<file path="src/rtl/config_pkg.sv">
// config_pkg: minimal core configuration record carrying the commit-port count.
package config_pkg;

    typedef struct packed {
        int unsigned NrCommitPorts;
    } cva6_cfg_t;

    localparam cva6_cfg_t cva6_cfg_empty = '{NrCommitPorts: 2};

endpackage

</file>
<file path="src/rtl/cva6_rvfi_pkg.sv">
// cva6_rvfi_pkg: shared RVFI trace types and constants.
package cva6_rvfi_pkg;

    localparam int unsigned RVFI_DROP_CNT_W = 16;
    localparam int unsigned RVFI_ORDER_W    = 64;

    typedef logic [RVFI_ORDER_W-1:0] rvfi_order_t;

    // Default retirement record; any type with a valid field may be substituted.
    typedef struct packed {
        logic        valid;
        logic [31:0] insn;
        logic [63:0] pc_rdata;
    } rvfi_rec_t;

    typedef struct packed {
        rvfi_rec_t   instr;
        rvfi_order_t order;
    } rvfi_trace_entry_t;

endpackage

</file>
<file path="src/rtl/cva6_rvfi_mpfifo.sv">
// cva6_rvfi_mpfifo: NPUSH-wide compacting push, single-pop FIFO.
module cva6_rvfi_mpfifo #(
    parameter int unsigned NPUSH = 2,
    parameter int unsigned DEPTH = 8,
    parameter type data_t = logic,
    localparam int unsigned AW = $clog2(DEPTH),
    localparam int unsigned CW = AW + 1
) (
    input  logic             clk_i,
    input  logic             rst_ni,
    input  logic [NPUSH-1:0] push_valid,
    input  data_t            push_data [NPUSH],
    input  logic             pop_i,
    output logic [CW-1:0]    free_o,
    output logic [CW-1:0]    count_o,
    output data_t            head_o,
    output logic             empty_o
);

    data_t         mem_q [DEPTH];
    logic [AW-1:0] rptr_q, wptr_q;
    logic [CW-1:0] cnt_q, n_push;
    logic [AW-1:0] slot [NPUSH];
    logic          pop;

    assign empty_o = cnt_q == '0;
    assign count_o = cnt_q;
    assign pop     = pop_i && !empty_o;
    assign free_o  = CW'(DEPTH) - cnt_q + CW'(pop);
    assign head_o  = empty_o ? '0 : mem_q[rptr_q];

    // Valid lanes land in consecutive slots regardless of holes in push_valid.
    always_comb begin
        n_push = '0;
        for (int i = 0; i < NPUSH; i++) begin
            slot[i] = wptr_q + n_push[AW-1:0];
            n_push  = n_push + CW'(push_valid[i]);
        end
    end

    always_ff @(posedge clk_i) begin
        for (int i = 0; i < NPUSH; i++)
            if (push_valid[i]) mem_q[slot[i]] <= push_data[i];
    end

    always_ff @(posedge clk_i or negedge rst_ni) begin
        if (!rst_ni) begin
            rptr_q <= '0;
            wptr_q <= '0;
            cnt_q  <= '0;
        end else begin
            rptr_q <= rptr_q + AW'(pop);
            wptr_q <= wptr_q + n_push[AW-1:0];
            cnt_q  <= cnt_q + n_push - CW'(pop);
        end
    end

endmodule

</file>
<file path="src/rtl/cva6_rvfi_serializer.sv">
// cva6_rvfi_serializer: funnels the RVFI commit ports into one ordered trace stream,
// counting entries lost when the buffer cannot absorb a retirement burst.
module cva6_rvfi_serializer
    import cva6_rvfi_pkg::*;
#(
    parameter config_pkg::cva6_cfg_t CVA6Cfg = config_pkg::cva6_cfg_empty,
    parameter type rvfi_instr_t = rvfi_rec_t,
    parameter int unsigned DEPTH = 8,
    parameter int unsigned ORDER_W = 64
) (
    input  logic                       clk_i,
    input  logic                       rst_ni,
    input  logic                       enable_i,
    input  rvfi_instr_t                rvfi_instr_i [CVA6Cfg.NrCommitPorts],
    output logic                       trace_valid_o,
    input  logic                       trace_ready_i,
    output rvfi_instr_t                trace_instr_o,
    output logic [ORDER_W-1:0]         trace_order_o,
    output logic                       almost_full_o,
    output logic                       overflow_o,
    input  logic                       clear_overflow_i,
    output logic [RVFI_DROP_CNT_W-1:0] drop_cnt_o
);

    localparam int unsigned NP = CVA6Cfg.NrCommitPorts;
    localparam int unsigned CW = $clog2(DEPTH) + 1;
    localparam int unsigned DW = RVFI_DROP_CNT_W + 1;

    typedef struct packed {
        rvfi_instr_t        instr;
        logic [ORDER_W-1:0] order;
    } entry_t;

    logic [ORDER_W-1:0]         order_q;
    logic [CW-1:0]              free, count, n_valid, accepted;
    logic [NP-1:0]              push_valid;
    entry_t                     push_data [NP];
    entry_t                     head;
    logic                       empty;
    logic [RVFI_DROP_CNT_W-1:0] drop_base;
    logic [DW-1:0]              drop_sum;

    // A lane is accepted while its rank among valid lanes still fits in post-pop free space.
    always_comb begin
        n_valid  = '0;
        accepted = '0;
        for (int i = 0; i < NP; i++) begin
            push_valid[i]         = enable_i && rvfi_instr_i[i].valid && (n_valid < free);
            push_data[i].instr    = rvfi_instr_i[i];
            push_data[i].order    = order_q + ORDER_W'(n_valid);
            n_valid               = n_valid + CW'(enable_i && rvfi_instr_i[i].valid);
            accepted              = accepted + CW'(push_valid[i]);
        end
    end

    assign drop_base = clear_overflow_i ? '0 : drop_cnt_o;
    assign drop_sum  = {1'b0, drop_base} + DW'(n_valid - accepted);

    always_ff @(posedge clk_i or negedge rst_ni) begin
        if (!rst_ni) begin
            order_q    <= '0;
            overflow_o <= 1'b0;
            drop_cnt_o <= '0;
        end else begin
            order_q    <= order_q + ORDER_W'(accepted);
            overflow_o <= (overflow_o && !clear_overflow_i) || (n_valid != accepted);
            drop_cnt_o <= drop_sum[DW-1] ? '1 : drop_sum[DW-2:0];
        end
    end

    cva6_rvfi_mpfifo #(
        .NPUSH (NP),
        .DEPTH (DEPTH),
        .data_t(entry_t)
    ) i_fifo (
        .clk_i     (clk_i),
        .rst_ni    (rst_ni),
        .push_valid(push_valid),
        .push_data (push_data),
        .pop_i     (trace_ready_i),
        .free_o    (free),
        .count_o   (count),
        .head_o    (head),
        .empty_o   (empty)
    );

    assign trace_valid_o = !empty;
    assign trace_instr_o = head.instr;
    assign trace_order_o = head.order;
    assign almost_full_o = count >= CW'(DEPTH - NP);

endmodule
</file>
<file path="config.mk">
export PLATFORM = sky130hd
export DESIGN_NAME = cva6_rvfi_serializer
export DESIGN_NICKNAME = d
export VERILOG_FILES = /design/src/rtl/config_pkg.sv /design/src/rtl/cva6_rvfi_pkg.sv /design/src/rtl/cva6_rvfi_mpfifo.sv /design/src/rtl/cva6_rvfi_serializer.sv
export SDC_FILE = /design/constraint.sdc
export NUM_CORES = 2
export LEC_CHECK = 0
export BUFFER_PORTS_ARGS = -buffer_cell sky130_fd_sc_hd__buf_4
export CAP_MARGIN = 20
export CORE_ASPECT_RATIO = 0.5
export CORE_MARGIN = 4
export CORE_UTILIZATION = 56
export CTS_CLUSTER_DIAMETER = 200
export DETAILED_ROUTE_END_ITERATION = 8
export GPL_TIMING_DRIVEN = 0
export HOLD_SLACK_MARGIN = 0.1
export PLACE_DENSITY = 0.78
export SYNTH_ARGS = -nofsm -noshare
export SYNTH_HDL_FRONTEND = slang
export SYNTH_HIERARCHICAL = 1
export SYNTH_SLANG_ARGS = --single-unit
</file>
<file path="constraint.sdc">
create_clock -name clk_i -period 22.5 [get_ports clk_i]
set_input_delay 0 -clock clk_i [delete_from_list [all_inputs] [get_ports clk_i]]
set_output_delay 0 -clock clk_i [all_outputs]
set_load 0.02 [all_outputs]
</file>
# After elaboration in Yosys (flattened, before gate mapping)
# Memories as Yosys holds them, arrays and structs flattened.
# Index checks and enable logic that the tools add are counted.
# totals
ff_bits	91
latch_bits	0
ram_bits	1288
romBits	0
inputBits	199
elab_cells	41
memories	1
# memory_table
name	words	word_bits	rd	rd_clocked_by_memory_dff	wr	line_no	rtl
i_fifo.mem_q	8	161	1	0	2	cva6_rvfi_mpfifo.sv:20	data_t mem_q [DEPTH];
# op_classes
add_sub_neg	13
multipliers	0
n_div	0
order_cmp	3
eq_ne	1
shift	0
muxes	7
bitwise	0
reduce_logical	10
# op_table
cell	count
$mux W161	1
$add A64 B1 Y64	1
$add A64 B4 Y64	1
$mux W16	2
$add A16 B17 Y17	1
$add A3 B1 Y3	2
$logic_and A1 B1 Y1	6
$sub A2 B4 Y5	1
$add A1 B1 Y2	2
$add A4 B1 Y4	1
$add A4 B4 Y4	1
$ge A4 B3 Y1 const B	1
$logic_not A4 Y1	1
$lt A1 B4 Y1	1
$lt A1 B4 Y1 const A	1
$mux W1	4
$ne A2 B4 Y1	1
$sub A4 B1 Y4	1
$sub A4 B4 Y4 const A	1
$add A3 B3 Y3	1
$logic_not A1 Y1	2
$logic_or A1 B1 Y1	1

# Longest topological paths before layout
# logic_depth
depth_word	10
ltp_mapped	26
mapped_depth_nobuf	23

# Modules after synthesis
# Netlist, hierarchy kept.
# modules_own_cells
module	n_inst	cells_per_inst	area_each_um2
cva6_rvfi_mpfifo	1	3381	63807.4
cva6_rvfi_serializer	1	687	5868.1

# Worst setup path after synthesis
# Ideal clock, no wire load.
# synth_path
path_kind	reg-to-reg
start	register i_fifo.cnt_q[2] (netlist: i_fifo/count_o[2])
end	memory i_fifo/mem_q[2][0] in the netlist's numbering, enable pin
setup_ps	918
arrival_time_ps	14012
t_required_ps	21582
setup_slack_ps	7570
stages_incl_launch_ff	13
path_buffers	0
period_less_slack_ps	14930
cell_sequence	dfrtp_1 > inv_1 > ha_1 > or3b_2 > nand2_1 > ha_1 > inv_1 > ha_1 > xnor2_1 > nor4_1 > nor2_1 > nand2_1 > o31ai_1
# synth_lines
item	line_no	rtl
from (decl)	cva6_rvfi_mpfifo.sv:22	logic [CW-1:0] cnt_q, n_push;
from (signal assigned)	cva6_rvfi_mpfifo.sv:54	cnt_q <= cnt_q + n_push - CW'(pop);
to (decl)	cva6_rvfi_mpfifo.sv:20	

# Final worst setup path
# layout_path
start	register i_fifo.cnt_q[2] (netlist: i_fifo/count_o[2])
end	register drop_cnt_o[12]
# layout_via
elab_chain_len	10
# layout_rtl
item	line_no	rtl
parallel branches: the longest is 3 deep, another holds $sub A4 B4 Y4	--	
$add A4 B1 Y4 *	cva6_rvfi_mpfifo.sv:29	assign free_o = CW'(DEPTH) - cnt_q + CW'(pop);
via free[2]	cva6_rvfi_serializer.sv:35	logic [CW-1:0] free, count, n_valid, accepted;
$lt A1 B4 Y1 *	cva6_rvfi_serializer.sv:48	push_valid[i] = enable_i && rvfi_instr_i[i].valid && (n_valid < free);
$logic_and A1 B1 Y1 *	cva6_rvfi_serializer.sv:48	
via push_valid[1]	cva6_rvfi_serializer.sv:36	logic [NP-1:0] push_valid;
$add A1 B1 Y2 *	cva6_rvfi_serializer.sv:52	accepted = accepted + CW'(push_valid[i]);
$sub A2 B4 Y5 *	cva6_rvfi_serializer.sv:57	assign drop_sum = {1'b0, drop_base} + DW'(n_valid - accepted);
$add A16 B17 Y17 *	cva6_rvfi_serializer.sv:57	
$mux W16 *	cva6_rvfi_serializer.sv:67	drop_cnt_o <= drop_sum[DW-1] ? '1 : drop_sum[DW-2:0];
to (signal assigned)	cva6_rvfi_serializer.sv:67	
to (decl)	cva6_rvfi_serializer.sv:22	output logic [RVFI_DROP_CNT_W-1:0] drop_cnt_o
# Mark *: on every way through the listed nets, which the timed path passes.

==> flow_metrics.py <==
metrics = {
    "cts": {
        "numCtsBuffers": 121,
        "cts_tree": "done",
        "cts_max_level": 3,
        "cts_buffer_depth": 3,
        "worstSkewPairLatency_ps": 760,
        "clkTransAtPathRegs_ps": 70,
        "post_cts_buffers": 0,
        "numClockSinks": 1379,
        "cts_root_buf": "clkbuf_16",
    },
    "worst_setup_path": {
        "critPathMaxFanout": 15,
        "path_delay_family": "buffers and inverters",
        "cp.arrival_ps": 7760,
        "path_buf_inv": 8,
        "critPathSlowestCell": "nor2b_1",
        "critPathKind": "reg -> reg",
        "required_ps": 23100,
        "crit_top_cell": "ha_1",
        "rrSetupSlack_ps": 15350,
        "worstSetupStartpointType": "register",
        "crit_path_end_kind": "register",
        "cpPeakStageDelay_ps": 700,
    },
    "synthesis": {
        "syn-instance-count": 4068,
        "synth_top_family_by_area": "multiplexers",
        "syn_area_um2": 69700,
        "yosysSeqAreaShare_pct": 58.8,
        "yosys.area_share.simple_pct": 2.66,
        "synth_compound_area_share_pct": 2.68,
        "synthFlopType": "edfxtp_1",
        "synth_mux_area_share_pct": 31.2,
        "synth_xor_area_share_pct": 2.00,
        "synthArstFlopShare_pct": 6.60,
        "ys_warn_count": 6,
        "ys_ff_latch": 1379,
        "yosys.area_share.adder_pct": 0.679,
        "yosysUniqueCellTypes": 70,
        "syn_avg_cell_area_um2": 17.1,
        "synth_edf_count": 1288,
        "syn_nets": 4300,
    },
    "finish": {
        "fin_nets": 5200,
        "drive_gt1_share_pct": 44.8,
        "syn_to_final_growth_pct": 20.0,
        "final_common_cell": "edfxtp_1",
        "fin_area_um2": 83600,
        "mostFrequentLayoutCells": "edfxtp_1, mux2_2, buf_4",
    },
    "timing": {
        "setup_violations": 0,
        "fin_crit_ps": 7150,
        "fin_crit_sh_pct": 31.8,
        "skew_ps": 30.0,
        "slew-limit-headroom_pct": 15.2,
        "slew_viol_final": 0,
        "rsz0062_at_grt": "false",
        "tightest_slew_ps": 1270,
        "layout_setup_ws_ps": 15350,
        "hold_violations": 0,
        "max_freq_mhz": 140,
    },
    "floorplan": {
        "die_h_um": 257,
        "die_area_um2": 130000,
        "design.core.area_um2": 123000,
        "pin_count": 379,
        "initial_utilization_pct": 56.5,
        "dieWidth_um": 507,
        "fp-row-count": 91,
    },
    "pwr": {
        "p_switching_uw": 3440,
        "total_power_uw": 9740,
        "seqPwrFrac_pct": 35.5,
        "p_comb_share_pct": 42.4,
        "p_int_uw": 6300,
        "pwr-share-clk_pct": 22.1,
        "p_sw_share_pct": 35.3,
        "cellLeakagePower_uw": 0.0299,
        "power_density_nw_per_um2": 116,
        "irDropWorstVdd_v": 0.0000749,
    },
    "min_path": {
        "hp-class": "in -> reg",
    },
    "drt": {
        "dr_total_vias": 43739,
        "totalWireLength_um": 200000,
        "first_pass_iters": 6,
        "avgViaCountPerCell": 6.46,
        "drc": 0,
        "wl_per_cell_um": 29.6,
        "drtIter0Drc": 5086,
        "antenna_left": 0,
    },
    "grt": {
        "grt_pass1_vias": 45312,
        "antenna_found_initial": 15,
        "globalRouteOverflowTotal": 0,
        "grt_pass1_wl_um": 294000,
        "grt_max_degree": 51,
        "grt_util_all_layers_pct": 30.3,
    },
    "placement": {
        "portBuffers": 378,
        "place.gp.congestion": 0.900,
        "postPlaceCellArea_um2": 76400,
        "dp_slack_ps": 15540,
        "dp_hpwl_um": 128000,
    },
    "outcome": {
        "status": "finished, final reports clean",
    },
    "job": {
        "cap_violations": 0,
    },
}
-- per-layer routing --
layer  share of wire [%]  track usage, %  up-vias
li1                    -               -    18310
met1                  38            39.6    22720
met2                  50            50.8     2268
met3                 8.4            5.49      441
met4                 4.0            12.0        0
met5                   0               0        -
-- path summary, 6_finish.rpt --
kind	startpoint	endpoint	depth (start not counted)
min in group asynchronous	rst_ni	order_q[25]$_DFF_PN0_	4
hold reg to reg	i_fifo/rptr_q[2]$_DFF_PN0_	i_fifo/rptr_q[2]$_DFF_PN0_	1
setup reg to reg	i_fifo/count_o[2]$_DFF_PN0_	drop_cnt_o[12]$_DFF_PN0_	26
max in group asynchronous	rst_ni	order_q[50]$_DFF_PN0_	4
setup / recovery	i_fifo/count_o[2]$_DFF_PN0_	drop_cnt_o[12]$_DFF_PN0_	26
hold / removal	rvfi_instr_i[79]	i_fifo/mem_q[7][143]$_DFFE_PP_	3
-- power groups by stage --
stage,clock [µW],sequential (µW),combinational [µW]
final,2150,3460,4130
after floorplan,0,3660,2360
after detailed placement,0,3510,4020
after global routing,2300,3490,4280
after CTS,2180,3460,4100
after global placement,0,3870,3780
-- Yosys cell counts, types with 73 or more instances --
cell	n	area, µm²
xor2_1	73	639
mux2_1	175	1970
nor2_1	80	300
clkbuf_1	92	345
edfxtp_1	1288	38700
xnor2_1	80	701
a22o_1	162	1420
mux2_2	1113	12500
buf_2	140	701
mux4_2	322	7250
nand2_1	87	327
dfrtp_1	91	2280
-- kinds of logic (layout without fill, tap and decap cells) --
logic type                 count (synthesis)  after routing
muxes                                   1610           1610
DFF                                     1379           1379
and+or+nand+nor                          357            357
buffers and inverters                    305           1313
AOI/OAI and AO/OA                        226            226
xor gates and xnor gates                 155            155
adders and majority gates                 36             36
other                                      0             20
-- flip-flops by register name (all words and copies together), names as in the netlist --
name,count
drop_cnt_o,16
i_fifo/count_o,4
i_fifo/mem_q,1288
i_fifo/rptr_q,3
i_fifo/wptr_q,3
order_q,64
overflow_o,1
-- timing repair --
| action | 4_1_cts | 5_1_grt |
|---|---|---|
| endpoints found under the hold margin | 882 | 0 |
| gates resized for setup | 0 | 0 |
| hold buffers | 315 | 0 |
-- per-stage QoR --
step | setup TNS [ps] | cells | util, % | hold slack, ps
3_3_place_gp | -3617770 | 6120 | 60.4 | 337
3_5_place_dp | 0 | 6201 | 61.9 | 175
2_1_floorplan | 0 | 4068 | - | -296
6_report | 0 | 6770 | 67.8 | 143
5_1_grt | 0 | 6765 | 67.8 | 123
4_1_cts | 0 | 6747 | 67.7 | 100
-- area by class of cell --
| class | instances | area (µm²) |
|---|---|---|
| inverters | 26 | 97.6 |
| clock inverters | 61 | 641 |
| multi-input cells | 2384 | 27400 |
| repair buffers | 777 | 7710 |
| diodes | 20 | 50.0 |
| clock buffers | 170 | 3380 |
| fillers | 8184 | 39800 |
| plain buffers | 279 | 1270 |
| well taps | 1674 | 2090 |
| flip-flops and latches | 1379 | 41000 |
-- worst min-delay path, delay by kind of cell --
family                 cells  cell delay [ps]
buffers and inverters      2              670
muxes                      1              130
(Power assumes the default switching activity.)
